**config.mk**
```make
export PLATFORM = sky130hd
export DESIGN_NAME = cluster_inject_arbiter_flat
export DESIGN_NICKNAME = d
export VERILOG_FILES = /design/src/rtl/cluster_inject_arbiter_if.sv /design/src/rtl/cluster_inject_arbiter.sv /design/src/flat_wrapper.sv
export SDC_FILE = /design/constraint.sdc
export NUM_CORES = 1
export LEC_CHECK = 0
export ABC_CLOCK_PERIOD_IN_PS = 14500
export BUFFER_PORTS_ARGS = -buffer_cell sky130_fd_sc_hd__buf_2
export CORE_AREA = 2 2 121 123
export DETAILED_ROUTE_END_ITERATION = 12
export DIE_AREA = 0 0 123 125
export PLACE_DENSITY_LB_ADDON = 0.2
export SYNTH_ARGS = -nofsm -noshare
export SYNTH_HDL_FRONTEND = slang
export SYNTH_SLANG_ARGS = --single-unit
```
**constraint.sdc**
```tcl
create_clock -name clk -period 14.5 [get_ports clk]
set_clock_uncertainty 0.05 [all_clocks]
set_input_delay 4.35 -clock clk [delete_from_list [all_inputs] [get_ports clk]]
set_output_delay 4.35 -clock clk [all_outputs]
set_load 0.02 [all_outputs]
```
**src/rtl/cluster_inject_arbiter_if.sv**
```systemverilog
// Cluster <-> router handshake bundle: PE injection requests, router injection port,
// and router ejection fan-out back to the PEs.
interface cluster_inject_arbiter_if #(
  parameter int CLUSTER_SIZE = 4,
  parameter int D_W          = 32,
  parameter int PKT_W        = 38
);
  logic [CLUSTER_SIZE-1:0]       pe_req;
  logic [CLUSTER_SIZE*PKT_W-1:0] pe_pkt;
  logic [CLUSTER_SIZE-1:0]       pe_ack;
  logic                          rtr_vld;
  logic [PKT_W-1:0]              rtr_pkt;
  logic                          rtr_ack;
  logic                          rtr_out_v;
  logic [PKT_W-1:0]              rtr_out_pkt;
  logic [CLUSTER_SIZE-1:0]       pe_in_vld;
  logic [D_W-1:0]                pe_in_payload;

  // arbiter side
  modport master (
    input  pe_req, pe_pkt, rtr_ack, rtr_out_v, rtr_out_pkt,
    output pe_ack, rtr_vld, rtr_pkt, pe_in_vld, pe_in_payload
  );

  // PE array / router side
  modport slave (
    output pe_req, pe_pkt, rtr_ack, rtr_out_v, rtr_out_pkt,
    input  pe_ack, rtr_vld, rtr_pkt, pe_in_vld, pe_in_payload
  );
endinterface

```
**src/rtl/cluster_inject_arbiter.sv**
```systemverilog
// Shares one router injection port among CLUSTER_SIZE PEs (round-robin into a
// single-entry holding register) and steers ejected packets to a PE by cluster ID.
module cluster_inject_arbiter #(
  parameter int CLUSTER_SIZE = 4,
  parameter int D_W          = 32,
  parameter int X_W          = 2,
  parameter int Y_W          = 2,
  parameter int C_W          = 2,
  parameter int PKT_W        = D_W + C_W + Y_W + X_W,
  parameter int CNT_W        = 32
) (
  input  logic                    clk,
  input  logic                    rst,
  input  logic                    ce,
  input  logic [CLUSTER_SIZE-1:0] pe_done,
  output logic [CNT_W-1:0]        inj_count,
  output logic                    drop_err,
  output logic                    done,
  cluster_inject_arbiter_if.master bus
);
  localparam int PTR_W = (CLUSTER_SIZE > 1) ? $clog2(CLUSTER_SIZE) : 1;

  typedef enum logic {EMPTY = 1'b0, FULL = 1'b1} hold_state_e;

  hold_state_e                         state, state_nxt;
  logic                                hold_v;
  logic [PKT_W-1:0]                    hold_pkt;
  logic [PTR_W-1:0]                    rr_ptr, rr_nxt, gnt_idx;
  logic                                gnt_v, space, load;
  logic [CLUSTER_SIZE-1:0][PKT_W-1:0]  pe_pkt_a;
  logic [C_W-1:0]                      cid;
  logic                                cid_ok;
  logic                                unused_addr;

  assign pe_pkt_a    = bus.pe_pkt;
  assign hold_v      = (state == FULL);
  assign bus.rtr_vld = hold_v;
  assign bus.rtr_pkt = hold_pkt;
  assign done        = (&pe_done) & ~hold_v;

  // Round-robin search starting at rr_ptr, wrapping modulo CLUSTER_SIZE.
  always_comb begin
    int k;
    k       = 0;
    gnt_v   = 1'b0;
    gnt_idx = '0;
    for (int i = 0; i < CLUSTER_SIZE; i++) begin
      k = int'(rr_ptr) + i;
      if (k >= CLUSTER_SIZE) k = k - CLUSTER_SIZE;
      if (!gnt_v && bus.pe_req[k]) begin
        gnt_v   = 1'b1;
        gnt_idx = PTR_W'(k);
      end
    end
  end

  assign rr_nxt = (int'(gnt_idx) + 1 >= CLUSTER_SIZE) ? '0 : gnt_idx + PTR_W'(1);

  // Holding-register FSM; no grant may be issued while reset is asserted.
  always_comb begin
    state_nxt = state;
    space     = ce & (~hold_v | bus.rtr_ack);
    load      = space & gnt_v & ~rst;
    case (state)
      EMPTY:   if (load) state_nxt = FULL;
      FULL:    if (ce && bus.rtr_ack && !load) state_nxt = EMPTY;
      default: state_nxt = EMPTY;
    endcase
    bus.pe_ack = '0;
    if (load) bus.pe_ack = CLUSTER_SIZE'(1) << gnt_idx;
  end

  always_ff @(posedge clk or posedge rst) begin
    if (rst)     state <= EMPTY;
    else if (ce) state <= state_nxt;
  end

  always_ff @(posedge clk or posedge rst) begin
    if (rst) begin
      hold_pkt  <= '0;
      rr_ptr    <= '0;
      inj_count <= '0;
    end else if (ce) begin
      if (load) begin
        hold_pkt <= pe_pkt_a[gnt_idx];
        rr_ptr   <= rr_nxt;
      end
      if (hold_v && bus.rtr_ack && inj_count != '1)
        inj_count <= inj_count + CNT_W'(1);
    end
  end

  // Ejection: never back-pressured; out-of-range cluster IDs are dropped and flagged.
  assign cid         = bus.rtr_out_pkt[D_W +: C_W];
  assign cid_ok      = 32'(cid) < CLUSTER_SIZE;
  assign unused_addr = ^bus.rtr_out_pkt[PKT_W-1:D_W+C_W];

  always_ff @(posedge clk or posedge rst) begin
    if (rst) begin
      bus.pe_in_vld     <= '0;
      bus.pe_in_payload <= '0;
      drop_err          <= 1'b0;
    end else if (ce) begin
      bus.pe_in_vld <= (bus.rtr_out_v && cid_ok) ? (CLUSTER_SIZE'(1) << cid) : '0;
      if (bus.rtr_out_v) bus.pe_in_payload <= bus.rtr_out_pkt[D_W-1:0];
      if (bus.rtr_out_v && !cid_ok) drop_err <= 1'b1;
    end
  end
endmodule

```
**src/flat_wrapper.sv**
```systemverilog
// flat-port wrapper written by rule: the top's interface ports become plain ports
module cluster_inject_arbiter_flat 
#(
  parameter int CLUSTER_SIZE = 4,
  parameter int D_W          = 32,
  parameter int X_W          = 2,
  parameter int Y_W          = 2,
  parameter int C_W          = 2,
  parameter int PKT_W        = D_W + C_W + Y_W + X_W,
  parameter int CNT_W        = 32
)
  (clk, rst, ce, pe_done, inj_count, drop_err, done, bus_pe_req, bus_pe_pkt, bus_rtr_ack, bus_rtr_out_v, bus_rtr_out_pkt, bus_pe_ack, bus_rtr_vld, bus_rtr_pkt, bus_pe_in_vld, bus_pe_in_payload);
  cluster_inject_arbiter_if #(.CLUSTER_SIZE(CLUSTER_SIZE), .D_W(D_W), .PKT_W(PKT_W)) bus_i ();
  input  logic clk;
  input  logic rst;
  input  logic ce;
  input  logic [CLUSTER_SIZE-1:0] pe_done;
  output logic [CNT_W-1:0] inj_count;
  output logic drop_err;
  output logic done;
  input wire logic [$bits(bus_i.pe_req)-1:0] bus_pe_req;
  input wire logic [$bits(bus_i.pe_pkt)-1:0] bus_pe_pkt;
  input wire logic [$bits(bus_i.rtr_ack)-1:0] bus_rtr_ack;
  input wire logic [$bits(bus_i.rtr_out_v)-1:0] bus_rtr_out_v;
  input wire logic [$bits(bus_i.rtr_out_pkt)-1:0] bus_rtr_out_pkt;
  output wire logic [$bits(bus_i.pe_ack)-1:0] bus_pe_ack;
  output wire logic [$bits(bus_i.rtr_vld)-1:0] bus_rtr_vld;
  output wire logic [$bits(bus_i.rtr_pkt)-1:0] bus_rtr_pkt;
  output wire logic [$bits(bus_i.pe_in_vld)-1:0] bus_pe_in_vld;
  output wire logic [$bits(bus_i.pe_in_payload)-1:0] bus_pe_in_payload;
  assign bus_i.pe_req = bus_pe_req;
  assign bus_i.pe_pkt = bus_pe_pkt;
  assign bus_i.rtr_ack = bus_rtr_ack;
  assign bus_i.rtr_out_v = bus_rtr_out_v;
  assign bus_i.rtr_out_pkt = bus_rtr_out_pkt;
  assign bus_pe_ack = bus_i.pe_ack;
  assign bus_rtr_vld = bus_i.rtr_vld;
  assign bus_rtr_pkt = bus_i.rtr_pkt;
  assign bus_pe_in_vld = bus_i.pe_in_vld;
  assign bus_pe_in_payload = bus_i.pe_in_payload;
  cluster_inject_arbiter #(.CLUSTER_SIZE(CLUSTER_SIZE), .D_W(D_W), .X_W(X_W), .Y_W(Y_W), .C_W(C_W), .PKT_W(PKT_W), .CNT_W(CNT_W)) u_core (.clk(clk), .rst(rst), .ce(ce), .pe_done(pe_done), .inj_count(inj_count), .drop_err(drop_err), .done(done), .bus(bus_i));
endmodule
```
==> reports/results.tsv, run 1 <==
metric	value	unit
syn_nets	687	
hold_path_class	reg2reg	
rr_startpoint	u_core.rr_ptr[0]$_DFFE_PP0P_	
htreeDepth	3	
critPathBufInv	5	
die_w	123	um
synth_ff_type	dfrtp_1	
crit_path_frequent_cell	inv_1	
tightest_slew	0.990	ns
status	finished, final reports clean	
fillers	1280	
ir_drop	0.0605	mV
synthArstFlopShare	100	%
vias	4957	
antenna_found_initial	0	
postCtsSetupRepairBufs	0	
worstSkewPairLatency	0.34	ns
synth.most_common_cell	dfrtp_1	
diodes	0	
rsz0062_at_grt	false	
synth_edf_count	0	
initial_core_util	38.9	%
slowest_delay	0.53	ns
final-hold-violation-count	0	
post-synth-top-area-fraction	49.3	%
ctsHoldBuffers	0	
arrival	6.05	ns
ys_ff_latch	109	
critPathRequiredTime	10.10	ns
yosysSeqAreaShare	49.3	%
yosysTopAreaCell	dfrtp_1	
ant_nets	0	
syn_inst	479	
cp_cell_sequence	buf_2 -> inv_1 -> o221a_2 -> o22ai_4 -> inv_1 -> ha_1 -> inv_1 -> nor2_1 -> buf_2	
numClockSinks	109	
slew_viol_final	0	
cp_max_fo	16	
synth_common_cells	109 x dfrtp_1, 76 x mux2i_1, 53 x nand2_1	
drive_gt1_share	48.7	%
relSlewSlack	34.0	%
crit_path_end_kind	output port	
drc_errors	0	
period_needed	10.45	ns
post-route-util	53.3	%
yosys_warnings	0	
via_per_inst	5.15	
overflow	0	
grt_pass1_wl	26000	um
wire_per_inst	17.0	um
max_cap_violations	0	
cts_tree	built	
syn_area_per_cell	11.5	um^2
gp_congestion	0.849	
cts-root-buf	clkbuf_16	
synth_cell_types	41	
cp_top_family	compound AO/OA/AOI/OAI gates	
power	1.12	mW
finalCritPeriodShare	72.1	%
dieArea	15400	um^2
drt_iter0_markers	293	
finalSetupViolCount	0	
hp-start	u_core.bus.rtr_pkt[5]$_DFFE_PP0P_	
critPathKind	in2out	
cts_made_buffers	9	
timing.setup.tns	0	ns
coreArea	14200	um^2
grt_pass1_vias	5121	
hpwlAfterDp	12500	um
crit_start	bus_pe_req[2]	
track_usage	21.9	%
synthTopCellsByArea	dfrtp_1 49%, mux2i_1 14%, mux2_2 6.9%	
clock.fmax	95.7	MHz
startpoint_type	input port	
fin_nets	983	
firstDrtPassIters	4	
drt_wl_total	16300	um
dp_slack	4.04	ns
power.density	148	nW/um^2
rows	44	
clkTransAtPathRegs	0.07	ns
cts_resized	0	
grt_start_max_net_pins	65	
syn_area	5530	um^2
io_pins	316	
fp.dieH	125	um
p_leak	4.12	nW
synthToLayoutAreaGrowth	36.9	%
cts_buffer_depth	2	
cp_slowest_cell	o22ai_4	
portBuffers	310	
fin_ws	4.05	ns
## cells by family (layout without fill, tap and decap cells)
group / after synthesis / count (layout) / synth area share, %
muxes: 110 / 110 / 20.7
buffers and inverters: 44 / 344 / 3.85
and+or+nand+nor: 127 / 127 / 12.4
adders and majority gates: 5 / 5 / 1.13
DFF: 109 / 109 / 49.3
other: 1 / 1 / 0.0678
xor gates and xnor gates: 30 / 30 / 4.75
AOI/OAI and AO/OA: 53 / 53 / 7.81
## tightest hold or removal path: stages, from the launching register on
cell	delay, ns
dfrtp_1	0.34
nand2_1	0.05
o221ai_1	0.06
## sequential cells by signal, indices dropped and copies added (netlist names)
register	flops
u_core.bus.rtr_pkt	38
u_core.bus.pe_in_payload	32
u_core.inj_count	32
u_core.bus.pe_in_vld	4
u_core.rr_ptr	2
u_core.bus.rtr_vld	1
## layer usage
metal / vias to the layer above / track usage [%] / wire length (um)
met2: 208 / 37.6 / 8440
met3: 39 / 4.15 / 958
met4: 0 / 10.8 / 614
li1: 2340 / - / -
met5: - / 0 / 0
met1: 2370 / 25.9 / 6320
## path summary, 6_finish.rpt
check                                                           end  slack (ns)  cells past startpoint
max                                                   bus_pe_ack[3]        4.05                      9
min                               u_core.bus.rtr_pkt[5]$_DFFE_PP0P_        0.44                      2
max reg2reg                      u_core.bus.rtr_pkt[29]$_DFFE_PP0P_       11.57                      5
min reg2reg                       u_core.bus.rtr_pkt[5]$_DFFE_PP0P_        0.44                      2
max in group asynchronous  u_core.bus.pe_in_payload[29]$_DFFE_PP0P_        9.13                      3
min in group asynchronous   u_core.bus.pe_in_payload[0]$_DFFE_PP0P_        4.03                      2
## placed cells by master (no fill, tap or decap), drive strengths merged, types with 3 or more instances in the layout
cell	synthesis	final
nand2b	3	3
inv	14	14
mux2i	76	76
ha	5	5
nand4	14	14
xor2	7	7
nand2	53	53
mux2	34	34
and4	7	7
nor3	3	3
xnor2	23	23
o221ai	38	38
dfrtp	109	109
nor2	9	9
and3	10	10
nand3	17	17
o22ai	6	6
clkbuf	3	12
a21oi	3	3
buf	27	315
nor2b	3	3
## where the power goes
part | switching (mW) | internal (mW) | total [mW]
sequential | 0.0445 | 0.374 | 0.418
combinational | 0.259 | 0.176 | 0.435
clock | 0.108 | 0.160 | 0.268
total | 0.411 | 0.710 | 1.12
## final cells by class
cell class	count	area [um^2]	share of cell area, %
flip-flops and latches	109	2730	36.0
multi-input cells	326	2620	34.6
repair buffers	315	1610	21.3
clock buffers	12	256	3.39
well taps	184	230	3.04
clock inverters	3	68.8	0.909
inverters	14	55.1	0.727
## stage by stage
stage               cell area (um^2)  instances  hold WS (ns)
finish                          7570        963         0.438
global route                    7570        963         0.460
floorplan                       5530        479         0.444
detailed placement              7220        947         0.417
global placement                7220        947         0.420
CTS                             7540        962         0.441
(Power assumes the default switching activity.)
==> inputs of run 2 (changes only) <==
--- a/config.mk
+++ b/config.mk
@@ -5,11 +5,13 @@
 export SDC_FILE = /design/constraint.sdc
 export NUM_CORES = 1
 export LEC_CHECK = 0
-export ABC_CLOCK_PERIOD_IN_PS = 14500
+export ABC_AREA = 1
+export ABC_CLOCK_PERIOD_IN_PS = 8400
 export BUFFER_PORTS_ARGS = -buffer_cell sky130_fd_sc_hd__buf_2
-export CORE_AREA = 2 2 121 123
+export CORE_ASPECT_RATIO = 1.1
+export CORE_MARGIN = 2
+export CORE_UTILIZATION = 44
 export DETAILED_ROUTE_END_ITERATION = 12
-export DIE_AREA = 0 0 123 125
 export PLACE_DENSITY_LB_ADDON = 0.2
 export SYNTH_ARGS = -nofsm -noshare
 export SYNTH_HDL_FRONTEND = slang
==> constraint.sdc (replaced) <==
create_clock -name clk -period 8.4 [get_ports clk]
set_clock_uncertainty 0.05 [all_clocks]
set_input_delay 2.52 -clock clk [delete_from_list [all_inputs] [get_ports clk]]
set_output_delay 2.52 -clock clk [all_outputs]
set_load 0.02 [all_outputs]
==> run 2 against run 1 <==
  * Sequential cell count did not move
  * Clock power grew 54%
  * Highest routed layer is now met5
  * Critical path type unchanged
  * Largest cell class is now multi-input gates
  * Utilization grew 3.6 points
==> reports/results.tsv, run 2 <==
metric	value	unit
pwr-share-comb	62.9	%
coreArea	15700	um^2
finalCritPeriodShare	81.6	%
synth_cell_types	33	
final_common_cell	nand2_1	
yosysTopAreaCell	dfrtp_1	
layout_common_cells	312 x nand2_1, 310 x buf_2, 198 x inv_1	
die_w	125	um
worstHoldPathCells	2	
rsz0062_at_grt	false	
synth.most_common_cell	nand2_1	
via_per_inst	4.93	
rr_startpoint	u_core.rr_ptr[0]$_DFFE_PP0P_	
initial_core_util	45.2	%
fillers	1552	
syn_area_per_cell	7.05	um^2
syn_area	7120	um^2
hold_end	u_core.bus.rtr_pkt[10]$_DFFE_PP0P_	
worstSkewPairLatency	0.35	ns
syn_nets	1217	
synth_ff_type	dfrtp_1	
relSlewSlack	40.2	%
slowest_delay	0.62	ns
startpoint_type	input port	
final_area	8960	um^2
cp_max_fo	77	
gp_congestion	0.865	
grt_pass1_vias	6664	
dieArea	17200	um^2
power.share.sequential	24.1	%
max_cap_violations	0	
synthArstFlopShare	100	%
hpwlAfterDp	15100	um
antenna_found_initial	2	
p_int	1.51	mW
fin_nets	1491	
drt_iter0_markers	404	
crit_path_end_kind	output port	
final-hold-violation-count	0	
syn_inst	1009	
post-synth-top-area-fraction	38.3	%
worstSetupPathDepth	11	
hp-start	u_core.bus.rtr_pkt[10]$_DFFE_PP0P_	
cp_cell_sequence	buf_2 -> inv_1 -> nand2_1 -> nand3_1 -> nand2_1 -> inv_1 -> nand3_4 -> buf_4 -> nand2_2 -> nor2_1 -> buf_2	
overflow	0	
cts_resized	0	
ir_drop	0.326	mV
ys_ff_latch	109	
synthToLayoutAreaGrowth	25.9	%
status	finished, final reports clean	
cts_made_buffers	9	
ant_nets	0	
reg2reg_to	u_core.rr_ptr[0]$_DFFE_PP0P_	
cts_buffer_depth	2	
htreeDepth	3	
firstDrtPassIters	4	
critPathBufInv	5	
regToRegSetupSlack	4.96	ns
drc_errors	0	
vias	7341	
rr_worst_depth	12	
critPathRequiredTime	5.83	ns
tightest_slew	0.897	ns
yosysSeqAreaShare	38.3	%
fp.dieH	137	um
cp_top_family	buffers and inverters	
cp_slowest_cell	buf_4	
finalSetupViolCount	0	
track_usage	23.1	%
portBuffers	310	
p_clk_share	13.1	%
timing.setup.tns	0	ns
synth_common_cells	313 x nand2_1, 199 x inv_1, 109 x dfrtp_1	
p_leak	5.40	nW
critPathKind	in2out	
io_pins	316	
synth_edf_count	0	
dpl_cell_area	8670	um^2
drt_wl_total	20500	um
clock.fmax	146	MHz
power.density	354	nW/um^2
largest_reg_flops	38	
grt_pass1_wl	32200	um
ctsHoldBuffers	0	
period_needed	6.85	ns
cts_tree	built	
synthTopCellsByArea	dfrtp_1 38%, nand2_1 17%, inv_1 10%	
p_sw	1.66	mW
clkTransAtPathRegs	0.07	ns
yosys_warnings	0	
drive_gt1_share	30.0	%
grt_start_max_net_pins	78	
hold_path_class	reg2reg	
wire_per_inst	13.8	um
postCtsSetupRepairBufs	0	
rows	48	
switching_share	52.4	%
numClockSinks	109	
slew_viol_final	0	
cts-root-buf	clkbuf_16	
arrival	4.28	ns
run 2: routing by layer:
metal | GRT usage [%] | wire length (um) | vias up
met2 | 41.1 | 10300 | 271
met3 | 4.82 | 1400 | 41
met1 | 27.8 | 8390 | 3319
met4 | 8.64 | 501 | 2
met5 | 0 | 11 | -
li1 | - | - | 3708
run 2: cell families after synthesis:
kind of cell / Yosys count / synth area share [%]
DFF: 109 / 38.3
buffers and inverters: 259 / 15.3
AOI/OAI and AO/OA: 18 / 1.53
xor gates and xnor gates: 28 / 3.45
adders and majority gates: 5 / 0.879
other: 1 / 0.0527
muxes: 32 / 5.06
and+or+nand+nor: 557 / 35.4
run 2: layout make-up:
type | instances | area (um^2) | share of cell area [%]
antenna | 3 | 7.51 | 0.0838
clock buffer | 9 | 225 | 2.51
tap | 200 | 250 | 2.79
inverter | 203 | 767 | 8.56
sequential | 109 | 2730 | 30.5
multi-input combinational | 641 | 3300 | 36.9
timing repair buffer | 319 | 1620 | 18.1
clock inverter | 6 | 56.3 | 0.629
run 2: power groups by stage:
stage	Sequential [mW]	Clock, mW	Combinational, mW
final	0.762	0.414	1.99
after global routing	0.780	0.445	2.23
after CTS	0.763	0.425	2.00
after detailed placement	0.769	0	2.00
after global placement	0.766	0	1.99
after floorplan	0.919	0	1.44
run 2: worst register-to-register path: cells and delay by family (launching register included):
family,cells,cell delay (ns)
DFF,1,0.52
buffers and inverters,5,1.91
and+or+nand+nor,6,0.65
AOI/OAI and AO/OA,1,0.16
run 2: metrics by stage:
stage / total power, mW / setup slack [ns] / utilization, % / instances / hold WS [ns]
floorplan: 2.36 / 1.92 / - / 1009 / 0.541
detailed placement: 2.76 / 1.53 / 55.1 / 1472 / 0.412
CTS: 3.19 / 1.53 / 56.9 / 1487 / 0.432
global route: 3.46 / 1.32 / 56.9 / 1487 / 0.445
finish: 3.17 / 1.55 / 56.9 / 1490 / 0.425
global placement: 2.76 / 1.54 / 55.1 / 1472 / 0.408
run 2: worst max-delay path by stage:
stage	endpoint	slack [ns]	startpoint
2_1_floorplan	bus_pe_ack[2]	1.92	bus_pe_req[3]
3_3_place_gp	bus_pe_ack[1]	1.54	bus_pe_req[1]
3_5_place_dp	bus_pe_ack[0]	1.53	bus_pe_req[1]
4_1_cts	bus_pe_ack[0]	1.53	bus_pe_req[1]
5_1_grt	bus_pe_ack[2]	1.32	bus_pe_req[3]
6_report	bus_pe_ack[1]	1.55	bus_pe_req[3]
==> inputs of run 3 (changes only) <==
--- a/config.mk
+++ b/config.mk
@@ -6,11 +6,11 @@
 export NUM_CORES = 1
 export LEC_CHECK = 0
 export ABC_AREA = 1
-export ABC_CLOCK_PERIOD_IN_PS = 8400
+export ABC_CLOCK_PERIOD_IN_PS = 6500
 export BUFFER_PORTS_ARGS = -buffer_cell sky130_fd_sc_hd__buf_2
 export CORE_ASPECT_RATIO = 1.1
 export CORE_MARGIN = 2
-export CORE_UTILIZATION = 44
+export CORE_UTILIZATION = 45
 export DETAILED_ROUTE_END_ITERATION = 12
 export PLACE_DENSITY_LB_ADDON = 0.2
 export SYNTH_ARGS = -nofsm -noshare
==> constraint.sdc (replaced) <==
create_clock -name clk -period 6.5 [get_ports clk]
set_clock_uncertainty 0.05 [all_clocks]
set_input_delay 1.95 -clock clk [delete_from_list [all_inputs] [get_ports clk]]
set_output_delay 1.95 -clock clk [all_outputs]
set_load 0.02 [all_outputs]
==> run 3 against run 2 <==
  * Non-clock buffer count stayed put
  * Cell count hardly changed
  * Combinational power is 32% higher
  * Setup slack worse by 0.63 ns
  * Critical path type unchanged
  * Largest cell class unchanged
==> reports/results.tsv, run 3 (synthesis results as in run 2) <==
metric	value	unit
clkTransAtPathRegs	0.08	ns
ir_drop	0.330	mV
dieArea	16800	um^2
finalSetupViolCount	0	
cts-root-buf	clkbuf_16	
cp_max_fo	12	
portBuffers	310	
worstSkewPairLatency	0.34	ns
grt_start_max_net_pins	77	
ant_nets	0	
cts_resized	0	
power.density	462	nW/um^2
wire_per_inst	14.1	um
final_common_cell	nand2_1	
cts_made_buffers	9	
cp_cell_sequence	buf_2 -> inv_1 -> nand2_1 -> nand3_1 -> nand2_2 -> nor2_4 -> nand3_1 -> nand3_1 -> nand2_2 -> inv_2 -> ha_1 -> inv_1 -> nor2_1 -> buf_2	
drive_gt1_share	30.0	%
crit_path_end_kind	output port	
max_cap_violations	0	
reg2reg_to	u_core.bus.rtr_pkt[6]$_DFFE_PP0P_	
fp.dieH	136	um
drt_iter0_markers	450	
postCtsSetupRepairBufs	0	
drt_wl_total	21100	um
rr_startpoint	u_core.rr_ptr[0]$_DFFE_PP0P_	
cp_slowest_cell	nand2_2	
io_pins	316	
drc_errors	0	
p_sw	2.18	mW
regToRegSetupSlack	3.73	ns
die_w	124	um
antenna_found_initial	5	
startpoint_type	input port	
arrival	3.58	ns
layout_common_cells	312 x nand2_1, 310 x buf_2, 198 x inv_1	
critPathKind	in2out	
vias	7305	
fillers	1608	
cts_tree	built	
p_int	1.96	mW
p_clk_share	13.0	%
worstHoldPathCells	2	
timing.setup.tns	0	ns
cts_buffer_depth	2	
via_per_inst	4.90	
final-hold-violation-count	0	
htreeDepth	3	
finalCritPeriodShare	85.8	%
hp-start	u_core.bus.rtr_pkt[13]$_DFFE_PP0P_	
fin_cells	1491	
rr_worst_depth	14	
track_usage	24.5	%
p_leak	5.40	nW
critPathRequiredTime	4.50	ns
placed_cells	1472	
numClockSinks	109	
slew_viol_final	0	
grt_pass1_vias	6828	
crit_path_frequent_cell	nand3_1	
rows	48	
gp_congestion	0.859	
firstDrtPassIters	4	
pwr-share-comb	63.2	%
ctsHoldBuffers	0	
initial_core_util	45.6	%
hpwlAfterDp	15400	um
grt_pass1_wl	32700	um
hold_path_class	reg2reg	
relSlewSlack	43.0	%
slowest_delay	0.19	ns
power	4.14	mW
period_needed	5.58	ns
largest_reg_flops	38	
fin_nets	1491	
power.share.sequential	23.8	%
synthToLayoutAreaGrowth	26.0	%
clock.fmax	179	MHz
coreArea	15600	um^2
switching_share	52.7	%
overflow	0	
status	finished, final reports clean	
hold_end	u_core.bus.rtr_pkt[13]$_DFFE_PP0P_	
tightest_slew	0.855	ns
rsz0062_at_grt	false	
run 3: cell count changes in the layout (fill, tap and decap cells not counted), sizes merged:
cell | before | now
inv | 206 | 207
run 3: routing by layer:
| layer | routed length [um] | vias up | GRT usage, % |
|---|---|---|---|
| met5 | 27 | - | 0 |
| met3 | 1440 | 31 | 5.66 |
| li1 | - | 3705 | - |
| met4 | 434 | 4 | 7.37 |
| met1 | 8770 | 3319 | 29.4 |
| met2 | 10400 | 246 | 43.5 |
run 3: final cells by class:
type,count,area [um^2],area share (%)
tap,200,250,2.79
sequential,109,2730,30.4
multi-input combinational,641,3300,36.9
inverter,203,767,8.55
clock buffer,9,225,2.51
antenna,3,7.51,0.0837
clock inverter,7,65.1,0.726
timing repair buffer,319,1620,18.1
run 3: worst max path at each step:
stage	start	endpoint	slack [ns]	cells after the start
after floorplan	bus_pe_req[3]	bus_pe_ack[2]	1.16	13
after global placement	bus_pe_req[1]	bus_pe_ack[3]	0.96	14
after detailed placement	bus_pe_req[1]	bus_pe_ack[3]	0.92	14
after CTS	bus_pe_req[1]	bus_pe_ack[3]	0.91	14
after global routing	bus_pe_req[1]	bus_pe_ack[2]	0.75	14
final	bus_pe_req[1]	bus_pe_ack[3]	0.92	14
run 3: critical path: cells and delay by family:
kind | cells | cell delay, ns
and+or+nand+nor | 8 | 0.90
buffers and inverters | 5 | 0.56
adders and majority gates | 1 | 0.16
run 3: per-stage QoR:
stage	hold WS [ns]	instance area [um^2]	util (%)	worst slack, ns
floorplan	0.541	7120	-	1.16
global placement	0.407	8670	55.5	0.964
detailed placement	0.410	8670	55.5	0.917
CTS	0.431	8960	57.4	0.914
global route	0.454	8960	57.4	0.753
finish	0.426	8970	57.4	0.922
run 3: power by group through the flow:
stage | sequential, mW | clock, mW | combinational (mW)
floorplan | 1.19 | 0 | 1.86
global placement | 0.991 | 0 | 2.61
detailed placement | 0.995 | 0 | 2.61
CTS | 0.986 | 0.553 | 2.63
global route | 1.01 | 0.587 | 2.93
finish | 0.986 | 0.537 | 2.62
